<file path="config.mk">
export PLATFORM = sky130hd
export DESIGN_NAME = dbus_dma_flat
export DESIGN_NICKNAME = d
export VERILOG_FILES = /design/src/rtl/dbus_pkg.sv /design/src/rtl/dbus_dma_if.sv /design/src/rtl/dbus_dma.sv /design/src/flat_wrapper.sv
export SDC_FILE = /design/constraint.sdc
export NUM_CORES = 1
export LEC_CHECK = 0
export CAP_MARGIN = 30
export CELL_PAD_IN_SITES_DETAIL_PLACEMENT = 0
export CELL_PAD_IN_SITES_GLOBAL_PLACEMENT = 1
export CORE_MARGIN = 10
export CORE_UTILIZATION = 39
export CTS_BUF_LIST = sky130_fd_sc_hd__clkbuf_8
export DETAILED_ROUTE_END_ITERATION = 16
export PLACE_DENSITY = 0.83
export SYNTH_ARGS = -nofsm -noshare
export SYNTH_HDL_FRONTEND = slang
export SYNTH_SLANG_ARGS = --single-unit
</file>
<file path="constraint.sdc">
create_clock -name clk -period 6.31 [get_ports clk]
set_input_delay 1.262 -clock clk [delete_from_list [all_inputs] [get_ports clk]]
set_output_delay 1.262 -clock clk [all_outputs]
set_load 0.02 [all_outputs]
</file>
<file path="src/rtl/dbus_pkg.sv">
// Shared data-bus definitions: default widths, DMA state encoding and address map.
package dbus_pkg;

  localparam int unsigned DBUS_DW        = 16;
  localparam int unsigned DBUS_AW        = 16;
  localparam int unsigned DBUS_MEM_DEPTH = 8192;

  localparam logic [15:0] GPIO_IN_ADDR  = 16'h2000;
  localparam logic [15:0] GPIO_OUT_ADDR = 16'h2001;

  typedef enum logic [2:0] {
    S_IDLE,
    S_REQ,
    S_RD,
    S_WAIT,
    S_WR,
    S_DONE
  } dma_state_t;

endpackage

</file>
<file path="src/rtl/dbus_dma_if.sv">
// Data-bus initiator port: arbiter handshake plus single-cycle address/data bus.
interface dbus_dma_if
  import dbus_pkg::*;
#(
  parameter int unsigned DW = DBUS_DW,
  parameter int unsigned AW = DBUS_AW
);
  logic          bus_req;
  logic          bus_gnt;
  logic [AW-1:0] bus_addr;
  logic [DW-1:0] bus_wdata;
  logic          bus_we;
  logic [DW-1:0] bus_rdata;

  modport master (
    output bus_req, bus_addr, bus_wdata, bus_we,
    input  bus_gnt, bus_rdata
  );

  modport slave (
    input  bus_req, bus_addr, bus_wdata, bus_we,
    output bus_gnt, bus_rdata
  );
endinterface

</file>
<file path="src/rtl/dbus_dma.sv">
// Bus-master block copy engine: read-wait-write per word, ascending addresses.
module dbus_dma
  import dbus_pkg::*;
#(
  parameter int unsigned DW = DBUS_DW,
  parameter int unsigned AW = DBUS_AW
) (
  input  logic          clk,
  input  logic          rst,
  input  logic          start,
  input  logic [AW-1:0] src,
  input  logic [AW-1:0] dst,
  input  logic [AW-1:0] len,
  output logic          busy,
  output logic          done,
  dbus_dma_if.master    bus
);

  dma_state_t    state, state_nxt;
  logic [AW-1:0] src_r, dst_r, len_r, cnt;
  logic [DW-1:0] data_buf;
  logic [AW-1:0] last_idx;

  assign last_idx = len_r - AW'(1);

  always_ff @(posedge clk or posedge rst) begin
    if (rst) state <= S_IDLE;
    else     state <= state_nxt;
  end

  always_ff @(posedge clk or posedge rst) begin
    if (rst) begin
      src_r    <= '0;
      dst_r    <= '0;
      len_r    <= '0;
      cnt      <= '0;
      data_buf <= '0;
    end else begin
      if (state == S_IDLE && start) begin
        src_r <= src;
        dst_r <= dst;
        len_r <= len;
        cnt   <= '0;
      end
      // Read data arrives exactly one cycle after the RD address cycle.
      if (state == S_WAIT) data_buf <= bus.bus_rdata;
      if (state == S_WR && cnt != last_idx) cnt <= cnt + AW'(1);
    end
  end

  always_comb begin
    state_nxt = state;
    case (state)
      S_IDLE: if (start) state_nxt = (len == '0) ? S_DONE : S_REQ;
      S_REQ:  if (bus.bus_gnt) state_nxt = S_RD;
      S_RD:   state_nxt = S_WAIT;
      S_WAIT: state_nxt = S_WR;
      S_WR:   state_nxt = (cnt == last_idx) ? S_DONE : S_RD;
      S_DONE: state_nxt = S_IDLE;
      default: state_nxt = S_IDLE;
    endcase
  end

  always_comb begin
    busy          = (state != S_IDLE);
    done          = (state == S_DONE);
    bus.bus_req   = (state == S_REQ) || (state == S_RD) || (state == S_WAIT) || (state == S_WR);
    bus.bus_we    = (state == S_WR);
    bus.bus_addr  = '0;
    bus.bus_wdata = '0;
    case (state)
      S_RD: bus.bus_addr = src_r + cnt;
      S_WR: begin
        bus.bus_addr  = dst_r + cnt;
        bus.bus_wdata = data_buf;
      end
      default: ;
    endcase
  end

endmodule

</file>
<file path="src/flat_wrapper.sv">
// flat-port wrapper written by rule: the top's interface ports become plain ports
module dbus_dma_flat import dbus_pkg::*;
#(
  parameter int unsigned DW = DBUS_DW,
  parameter int unsigned AW = DBUS_AW
)
  (clk, rst, start, src, dst, len, busy, done, bus_bus_req, bus_bus_addr, bus_bus_wdata, bus_bus_we, bus_bus_gnt, bus_bus_rdata);
  dbus_dma_if #(.DW(DW), .AW(AW)) bus_i ();
  input  logic clk;
  input  logic rst;
  input  logic start;
  input  logic [AW-1:0] src;
  input  logic [AW-1:0] dst;
  input  logic [AW-1:0] len;
  output logic busy;
  output logic done;
  output wire logic [$bits(bus_i.bus_req)-1:0] bus_bus_req;
  output wire logic [$bits(bus_i.bus_addr)-1:0] bus_bus_addr;
  output wire logic [$bits(bus_i.bus_wdata)-1:0] bus_bus_wdata;
  output wire logic [$bits(bus_i.bus_we)-1:0] bus_bus_we;
  input wire logic [$bits(bus_i.bus_gnt)-1:0] bus_bus_gnt;
  input wire logic [$bits(bus_i.bus_rdata)-1:0] bus_bus_rdata;
  assign bus_bus_req = bus_i.bus_req;
  assign bus_bus_addr = bus_i.bus_addr;
  assign bus_bus_wdata = bus_i.bus_wdata;
  assign bus_bus_we = bus_i.bus_we;
  assign bus_i.bus_gnt = bus_bus_gnt;
  assign bus_i.bus_rdata = bus_bus_rdata;
  dbus_dma #(.DW(DW), .AW(AW)) u_core (.clk(clk), .rst(rst), .start(start), .src(src), .dst(dst), .len(len), .busy(busy), .done(done), .bus(bus_i));
endmodule
</file>
==> flow_summary_export.csv, run 1 <==
group,metric,value,unit
worst_setup_path,r2r_start,"u_core.len_r[3]",
drt,ant_nets,0,
clock_network,cts_setup_buffers,0,
clock_network,worstSkewPairLatency,0.37,ns
power_and_ir_drop,power_density,384,mW/mm^2
die,die_x,134,um
synthesis,ys_types,59,
synthesis,yosysWarningCount,0,
timing,fmax,172,MHz
synthesis,synth-main-ff-cell,"dfrtp_1",
drt,drc,0,
timing,tightest_slew,0.822,ns
hold_path,hold_start,"u_core.dst_r[3]",
global_routing,grt_start_max_net_pins,74,
timing,finalSetupTns,0,ns
timing,min_period,5.82,ns
timing,finalCritPeriodShare,0.923,
power_and_ir_drop,peakVddDrop,243,uV
placement,gp_congestion,0.816,
synthesis,synth-seq-area-share,0.409,
synthesis,syn_area_per_cell,8.32,sq um
clock_network,tritoncts,"built",
synthesis,synthesis.nets,696,
synthesis,async_flop_share,1.00,
clock_network,hold_buffers,0,
die,die_area,0.0180,sq mm
global_routing,grt_pass1_wl,22.6,mm
placement,dpl.hpwl,10.1,mm
clock_network,post_cts_resized,0,
worst_setup_path,cp_max_fo,27,
layout,nFillCells,1279,
drt,wl,13.3,mm
placement,port_buffers,103,
power_and_ir_drop,leakage,3.12,nW
timing,slew_headroom,0.451,
hold_path,min_path_type,"register to register",
die,io_pins,104,
worst_setup_path,path_class,"register to output pin",
global_routing,grt.total_usage,0.152,
power_and_ir_drop,total_power,2.50,mW
clock_network,cts-htree-levels,3,
timing,rsz0062_at_grt,"false",
synthesis,synthCells,610,
global_routing,antenna_found_initial,0,
layout,final_util,0.514,
synthesis,netlist_area,0.00507,sq mm
timing,clock_skew,0.00785,ns
synthesis,ys_ff_latch,83,
clock_network,root_buffer,"clkbuf_8",
status,outcome,"complete, no violations",
worst_setup_path,worstSetupStartpointType,"register",
die,fp.dieH,134,um
die,num_rows,41,
drt,drtIter0Drc,221,
drt,firstDrtPassIters,5,
timing,drv_slew,0,
clock_network,clock_sinks,83,
global_routing,grt_pass1_vias,4662,
layout,multiInputGateArea,0.00285,sq mm
layout,seq_area,0.00208,sq mm
synthesis,synth_edf_count,0,
job,maxCapViolCount,0,
clock_network,path_clk_slew,0.08,ns
worst_setup_path,endpoint_kind,"output pin",
clock_network,tritoncts.num_buffers,9,
layout,insertedDiodeCount,0,
worst_setup_path,arrival,4.56,ns
global_routing,grt-ovfl-total,0,
clock_network,cts_buffer_depth,2,
layout,nets,792,
layout,area_growth,28.3,%
layout,drive_above_1_share,0.0745,
die,start_util,0.400,
die,core-area,0.0127,sq mm
worst_setup_path,cp.required,5.05,ns
drt,viasPerCell,5.07,
timing,hold_viol_final,0,
drt,wire_per_inst,15.1,um
drt,via_count,4476,
timing,finalSetupViolCount,0,
worst_setup_path,crit_start,"u_core.state[2]",
[final timing paths]
path / slack [ns] / endpoint / cells past startpoint
setup / recovery: 0.49 / bus_bus_addr[15] / 14
hold / removal: 0.48 / u_core.dst_r[3] / 2
setup reg to reg: 3.25 / u_core.cnt[6] / 8
hold reg to reg: 0.48 / u_core.dst_r[3] / 2
max in group asynchronous: 4.52 / u_core.src_r[10] / 4
min in group asynchronous: 1.21 / u_core.data_buf[10] / 3
[placed cells by master (no fill, tap or decap), types with 3 or more instances in the layout]
master and instances:
a21o_1 13, a21oi_1 16, a31oi_1 4, and3_1 20
buf_4 6, clkbuf_8 10, clkdlybuf4s50_1 103, dfrtp_1 83
ha_1 17, inv_1 13, mux2_2 17, mux2i_1 8
nand2_1 205, nand2b_1 5, nand3_1 20, nand4_1 3
nor2_1 33, nor2b_1 5, nor3_1 11, nor4_1 10
o211ai_1 3, o21a_1 3, o21ai_0 10, or2_2 3
or3_1 10, xnor2_1 20, xor2_1 17
[power by group]
group          internal, mW  total, mW  switching [mW]
combinational         0.517       1.14           0.623
sequential            0.744      0.927           0.183
clock                 0.231      0.430           0.198
total                  1.49       2.50            1.00
[worst max-delay path, stage by stage, from the launching register on]
cell and delay, ns:
dfrtp_1 0.78, nand2_1 0.15, inv_1 0.45, nand2_1 0.10
nand2_1 0.09, ha_1 0.23, a21oi_1 0.19, o211ai_1 0.14
or4_1 0.44, a31o_2 0.30, a21o_1 0.18, o41ai_1 0.31
xnor2_1 0.12, nor2_1 0.10, clkdlybuf4s50_1 0.62
[logic make-up after synthesis]
group / count (synthesis) / synth area share
AND/OR/NAND/NOR: 344 / 0.310
adder cells (fa/ha/maj): 18 / 0.0459
multiplexers: 25 / 0.0535
AO/OA/AOI/OAI: 66 / 0.0881
flip-flops: 83 / 0.409
XOR/XNOR: 37 / 0.0639
buffers and inverters: 37 / 0.0289
[layer usage]
| layer | share of wire | track usage | vias up | wire (um) |
|---|---|---|---|---|
| met5 | 0 | 0 | - | 0 |
| met4 | 0.015 | 0.0532 | 0 | 195 |
| met1 | 0.42 | 0.180 | 2125 | 5620 |
| met2 | 0.50 | 0.256 | 88 | 6670 |
| li1 | - | - | 2251 | - |
| met3 | 0.061 | 0.0471 | 12 | 809 |
[cell usage after synthesis (11+ instances only)]
master / count / area, sq um
a21o_1: 13 / 97.6
a21oi_1: 16 / 80.1
and3_1: 20 / 125
clkbuf_1: 22 / 82.6
dfrtp_1: 83 / 2080
ha_1: 17 / 213
inv_1: 12 / 45.0
mux2_2: 17 / 191
nand2_1: 205 / 769
nand3_1: 20 / 100
nor2_1: 33 / 124
nor3_1: 11 / 55.1
xnor2_1: 20 / 175
xor2_1: 17 / 149
[area by class of cell]
| type | instances | share of cell area |
|---|---|---|
| multi-input combinational | 490 | 0.438 |
| sequential | 83 | 0.319 |
| clock inverter | 6 | 0.0125 |
| inverter | 12 | 0.00711 |
| tap | 172 | 0.0331 |
| clock buffer | 10 | 0.0211 |
| timing repair buffer | 110 | 0.170 |
[state kept, by name, summed over array words and instances, names as in the netlist]
signal and cells:
u_core.cnt 16, u_core.data_buf 16, u_core.dst_r 16, u_core.len_r 16, u_core.src_r 16, u_core.state 3
[per-stage QoR]
stage / cells / area, sq um / setup slack [ns] / hold WS (ns)
6_report: 883 / 6510 / 0.485 / 0.481
3_3_place_gp: 866 / 6260 / 0.942 / 0.461
5_1_grt: 883 / 6510 / 0.0215 / 0.501
4_1_cts: 883 / 6510 / 0.416 / 0.482
3_5_place_dp: 867 / 6290 / 0.843 / 0.462
2_1_floorplan: 610 / 5070 / 1.13 / 0.445
No activity file was read; power rests on OpenSTA's default activity.
==> inputs of run 2 (changes only) <==
--- a/config.mk
+++ b/config.mk
@@ -11,6 +11,7 @@
 export CORE_MARGIN = 10
 export CORE_UTILIZATION = 39
 export CTS_BUF_LIST = sky130_fd_sc_hd__clkbuf_8
+export CTS_CLUSTER_DIAMETER = 80
 export DETAILED_ROUTE_END_ITERATION = 16
 export PLACE_DENSITY = 0.83
 export SYNTH_ARGS = -nofsm -noshare
==> results of run 2 <==
The final DEF is identical to that of run 1; final timing and power are the same.
